File: src/rtl/frogger_car_traffic.sv
// Five-lane car position generator: shared prescaler, per-lane step counters,
// wrap-around X motion and a saturating speed level that shortens every lane period.
`timescale 1ns/1ps
module frogger_car_traffic #(
    parameter int unsigned c_GAME_WIDTH = 14,
    parameter int unsigned c_BASE_DIV   = 25000000,
    parameter logic [5:0]  c_LANE_Y_1   = 6'd9,
    parameter logic [5:0]  c_LANE_Y_2   = 6'd8,
    parameter logic [5:0]  c_LANE_Y_3   = 6'd7,
    parameter logic [5:0]  c_LANE_Y_4   = 6'd6,
    parameter logic [5:0]  c_LANE_Y_5   = 6'd5,
    parameter logic [5:0]  c_START_X_1  = 6'd0,
    parameter logic [5:0]  c_START_X_2  = 6'd3,
    parameter logic [5:0]  c_START_X_3  = 6'd6,
    parameter logic [5:0]  c_START_X_4  = 6'd9,
    parameter logic [5:0]  c_START_X_5  = 6'd12,
    parameter logic [3:0]  c_SPEED_1    = 4'd4,
    parameter logic [3:0]  c_SPEED_2    = 4'd3,
    parameter logic [3:0]  c_SPEED_3    = 4'd2,
    parameter logic [3:0]  c_SPEED_4    = 4'd3,
    parameter logic [3:0]  c_SPEED_5    = 4'd1,
    parameter logic [4:0]  c_DIR        = 5'b01010
) (
    input  logic       i_Clk,
    input  logic       i_Reset,
    input  logic       i_Enable,
    input  logic       i_Freeze,
    input  logic       i_Speed_Up,
    input  logic       i_Level_Reset,
    output logic [5:0] o_Car_X_1,
    output logic [5:0] o_Car_X_2,
    output logic [5:0] o_Car_X_3,
    output logic [5:0] o_Car_X_4,
    output logic [5:0] o_Car_X_5,
    output logic [5:0] o_Car_Y_1,
    output logic [5:0] o_Car_Y_2,
    output logic [5:0] o_Car_Y_3,
    output logic [5:0] o_Car_Y_4,
    output logic [5:0] o_Car_Y_5,
    output logic [1:0] o_Level,
    output logic       o_Step
);

    localparam int unsigned N_CARS     = 5;
    localparam int unsigned PW         = (c_BASE_DIV > 1) ? $clog2(c_BASE_DIV) : 1;
    localparam logic [PW-1:0] PRESC_LAST = PW'(c_BASE_DIV - 1);
    localparam logic [5:0] X_LAST      = 6'(c_GAME_WIDTH - 1);

    localparam logic [5:0] LANE_Y  [N_CARS] = '{c_LANE_Y_1, c_LANE_Y_2, c_LANE_Y_3, c_LANE_Y_4, c_LANE_Y_5};
    localparam logic [5:0] START_X [N_CARS] = '{c_START_X_1, c_START_X_2, c_START_X_3, c_START_X_4, c_START_X_5};
    localparam logic [3:0] SPEED   [N_CARS] = '{c_SPEED_1, c_SPEED_2, c_SPEED_3, c_SPEED_4, c_SPEED_5};

    logic [PW-1:0]     presc;
    logic              tick;
    logic [1:0]        level;
    logic              step;
    logic [5:0]        car_x    [N_CARS];
    logic [5:0]        car_y    [N_CARS];
    logic [3:0]        lane_cnt [N_CARS];
    logic [N_CARS-1:0] move;

    function automatic logic [3:0] eff_period(input logic [3:0] speed, input logic [1:0] lvl);
        logic [3:0] p;
        p = speed >> lvl;
        return (p == 4'd0) ? 4'd1 : p;
    endfunction

    function automatic logic [5:0] next_x(input logic [5:0] x, input logic right);
        if (right)
            return (x == X_LAST) ? 6'd0 : x + 6'd1;
        else
            return (x == 6'd0) ? X_LAST : x - 6'd1;
    endfunction

    assign tick = i_Enable && (presc == PRESC_LAST);

    // ">=" rather than "==" so a counter stranded above a freshly shortened period still fires.
    always_comb begin
        move = '0;
        for (int unsigned n = 0; n < N_CARS; n++) begin
            move[n] = tick && !i_Freeze && (lane_cnt[n] >= eff_period(SPEED[n], level) - 4'd1);
        end
    end

    always_ff @(posedge i_Clk) begin
        if (i_Reset) begin
            presc <= '0;
            level <= '0;
            step  <= 1'b0;
        end else begin
            if (i_Enable)
                presc <= tick ? '0 : presc + 1'b1;
            if (i_Level_Reset)
                level <= '0;
            else if (i_Speed_Up && level != 2'd3)
                level <= level + 2'd1;
            step <= |move;
        end
    end

    always_ff @(posedge i_Clk) begin
        for (int unsigned n = 0; n < N_CARS; n++) begin
            car_y[n] <= LANE_Y[n];
            if (i_Reset) begin
                car_x[n]    <= START_X[n];
                lane_cnt[n] <= '0;
            end else if (move[n]) begin
                car_x[n]    <= next_x(car_x[n], c_DIR[n]);
                lane_cnt[n] <= '0;
            end else if (tick && !i_Freeze) begin
                lane_cnt[n] <= lane_cnt[n] + 4'd1;
            end
        end
    end

    assign o_Car_X_1 = car_x[0];
    assign o_Car_X_2 = car_x[1];
    assign o_Car_X_3 = car_x[2];
    assign o_Car_X_4 = car_x[3];
    assign o_Car_X_5 = car_x[4];
    assign o_Car_Y_1 = car_y[0];
    assign o_Car_Y_2 = car_y[1];
    assign o_Car_Y_3 = car_y[2];
    assign o_Car_Y_4 = car_y[3];
    assign o_Car_Y_5 = car_y[4];
    assign o_Level   = level;
    assign o_Step    = step;

endmodule

File: config.mk
export PLATFORM = sky130hd
export DESIGN_NAME = frogger_car_traffic
export DESIGN_NICKNAME = d
export VERILOG_FILES = /design/src/rtl/frogger_car_traffic.sv
export SDC_FILE = /design/constraint.sdc
export NUM_CORES = 1
export LEC_CHECK = 0
export CAP_MARGIN = 20
export CORE_MARGIN = 3
export CORE_UTILIZATION = 40
export DETAILED_ROUTE_END_ITERATION = 10
export PLACE_DENSITY_LB_ADDON = 0.25
export SYNTH_ARGS = -nofsm -noshare
export SYNTH_HDL_FRONTEND = slang
export SYNTH_SLANG_ARGS = --single-unit
File: constraint.sdc
create_clock -name i_Clk -period 3.1 [get_ports i_Clk]
set_clock_uncertainty 0.1 [all_clocks]
set_input_delay 0.62 -clock i_Clk [delete_from_list [all_inputs] [get_ports i_Clk]]
set_output_delay 0.62 -clock i_Clk [all_outputs]
set_load 0.03 [all_outputs]
==> results_dict.tcl <==
set metrics [dict create \
    outcome "finished, final reports clean" \
    maxSlewViolCount 0 \
    n_antenna_cell 0 \
    grt_max_degree 18 \
    path_class "flip-flop to flip-flop" \
    period_share 0.863 \
    final_util 0.482 \
    wl_per_cell_um 13.5 \
    worst_setup_path_end_kind "flip-flop" \
    dieArea_sq_um 12300 \
    synthFlopType "edfxtp_1" \
    avgSynthCellArea_sq_um 10.1 \
    cp.required_ps 3040 \
    ys_ff_latch 74 \
    clk_path_buf_depth 2 \
    cp_num_buf_inv 2 \
    placementRows 37 \
    wirelength_mm 8.47 \
    cp.arrival_ps 2610 \
    ir_drop_mv 0.237 \
    portBuffers 38 \
    setup_viol 0 \
    netlist_area_sq_um 4400 \
    drt_iter0_markers 107 \
    area_growth_pct 15.2 \
    slowest_delay_ps 440 \
    cts_resized 0 \
    async_flop_share 0 \
    cts_setup_buffers 0 \
    reg2reg_depth 8 \
    pwr_density_cell_nw_per_um2 446 \
    synth_top_area_share 0.314 \
    seq_area_frac_synth 0.441 \
    r2r_end "car_x[3][3]$_SDFFCE_PN1P_" \
    crit_path_start "o_Level[1]$_SDFFE_PP0P_" \
    cap_viol_max_count 0 \
    reg2reg_slack_ps 420 \
    hp-class "flip-flop to flip-flop" \
    path_clk_slew_ps 70 \
    hold_buffers 0 \
    endpoint "car_x[3][3]$_SDFFCE_PN1P_" \
    max_slew_margin 0.654 \
    worstPathCellList "inv_1 -> ha_1 -> inv_1 -> nor2_1 -> ha_1 -> o21ai_0 -> a21oi_1 -> a21o_1" \
    critPathSlowestCell "dfxtp_1" \
    routed_via_density 5.07 \
    cts_root_buffer "clkbuf_8" \
    grt_pass1_vias 2951 \
    globalRouteOverflowTotal 0 \
    nFillCells 1000 \
    finalHoldViolCount 0 \
    fmax_ghz 0.374 \
    start_util 0.419 \
    yosys_warnings 0 \
    place_hpwl_mm 6.19 \
    numClockSinks 74 \
    synth.largest_area_cell "edfxtp_1" \
    dr.pass1.iters 4 \
    ioPinCount 69 \
    antenna_found_initial 0 \
    leakage_uw 0.00190 \
    drive_above_1_share 0.0776 \
    final_common_cell "edfxtp_1" \
    vias 3175 \
    clk_latency_ps 350 \
    tritoncts "built" \
    layout_common_cells "46 x edfxtp_1, 38 x clkdlybuf4s50_1, 35 x conb_1" \
    fin_crit_ps 2680 \
    cp_top_family "compound AO/OA/AOI/OAI gates" \
    rr_startpoint "o_Level[1]$_SDFFE_PP0P_" \
    grt_pass1_wl_mm 13.9 \
    crit_fanout 6 \
    synth-edff-count 46 \
    synth.distinct_cells 47 \
    cts_inserted_buffers 9 \
    netlist_instances 436 \
    cp.depth 8 \
    tightest_slew_ps 519 \
    drc 0 \
    antenna_left 0 \
    setup_tns_ps 0 \
    core-area_sq_um 10500 \
    globalplace.congestion 0.825 \
    cts_htree_levels 3 \
    groute.usage.overall 0.137 \
    die_h_um 111 \
    die_x_um 111 \
    start_kind "flip-flop" \
    num-nets-final 525 \
    synthTopCellsByArea "edfxtp_1 31%, dfxtp_1 13%, ha_1 9.7%" \
    rsz0062_at_grt "false" \
]
-- state kept, by name (all words and copies together), names as in the netlist --
name	flops
lane_cnt	16
car_x	30
o_Level	2
presc	25
o_Step	1
-- worst register-to-register path, stage by stage, from the launching register on --
cell and delay (ps):
dfxtp_1 440, inv_1 140, ha_1 270, inv_1 170
nor2_1 100, ha_1 280, o21ai_0 80, a21oi_1 430
a21o_1 360
-- kinds of logic after synthesis --
| family | after synthesis | synth area share |
|---|---|---|
| AND/OR/NAND/NOR | 169 | 0.217 |
| flip-flops | 74 | 0.441 |
| buffers and inverters | 71 | 0.0958 |
| AO/OA/AOI/OAI | 44 | 0.0643 |
| XOR/XNOR | 42 | 0.0836 |
| adder cells (fa/ha/maj) | 34 | 0.0967 |
| other | 2 | 0.00171 |
-- synth_stat cells (all sizes together), types with 2 or more instances --
master / number
nor2: 26
xnor2: 26
xor2: 16
nor4b: 4
a211oi: 4
o31ai: 7
or4: 8
ha: 34
inv: 26
nand4: 14
a21oi: 16
nand2b: 4
a21o: 4
or3: 5
o211ai: 2
buf: 38
clkbuf: 6
o21ai: 7
nand2: 19
nor4: 5
nor3: 28
or2: 7
edfxtp: 46
conb: 2
nand3: 20
and3: 11
and4: 7
and2: 2
nor3b: 3
dfxtp: 28
-- how the worst min path moves through the flow --
stage                                      start                endpoint  slack [ps]  cells after the start
after CTS                 presc[21]$_SDFFE_PP0P_  presc[21]$_SDFFE_PP0P_         390                      2
after global placement    presc[22]$_SDFFE_PP0P_  presc[22]$_SDFFE_PP0P_         360                      2
after global routing      presc[21]$_SDFFE_PP0P_  presc[21]$_SDFFE_PP0P_         400                      2
final                     presc[21]$_SDFFE_PP0P_  presc[21]$_SDFFE_PP0P_         380                      2
after detailed placement  presc[21]$_SDFFE_PP0P_  presc[21]$_SDFFE_PP0P_         370                      2
after floorplan           presc[24]$_SDFFE_PP0P_  presc[24]$_SDFFE_PP0P_         350                      2
-- final cells by class --
type / count / area, sq um / area share
inverters: 27 / 103 / 0.0202
multi-input cells: 324 / 2170 / 0.429
repair buffers: 49 / 463 / 0.0914
clock inverters: 6 / 80.1 / 0.0158
flip-flops and latches: 74 / 1940 / 0.383
clock buffers: 10 / 138 / 0.0272
well taps: 136 / 170 / 0.0336
-- metrics by stage --
| stage | area, sq um | worst slack [ps] | std cells | hold slack (ps) | total power (uW) |
|---|---|---|---|---|---|
| final | 5070 | 424 | 626 | 378 | 2260 |
| after global routing | 5070 | 221 | 626 | 404 | 2360 |
| after global placement | 4850 | 220 | 610 | 363 | 1450 |
| after floorplan | 4520 | 556 | 469 | 347 | 1380 |
| after detailed placement | 4850 | 149 | 610 | 374 | 1450 |
| after CTS | 5070 | 361 | 626 | 385 | 2280 |
-- power breakdown --
group	internal (uW)	switching, uW
Sequential	1080	39.7
Combinational	113	200
Clock	468	360
-- per-layer routing --
| layer | wire, um | track usage |
|---|---|---|
| met5 | 0 | 0 |
| met3 | 361 | 0.0464 |
| met2 | 4050 | 0.220 |
| met4 | 100 | 0.0394 |
| met1 | 3960 | 0.175 |
No activity file was read; power rests on OpenSTA's default activity.
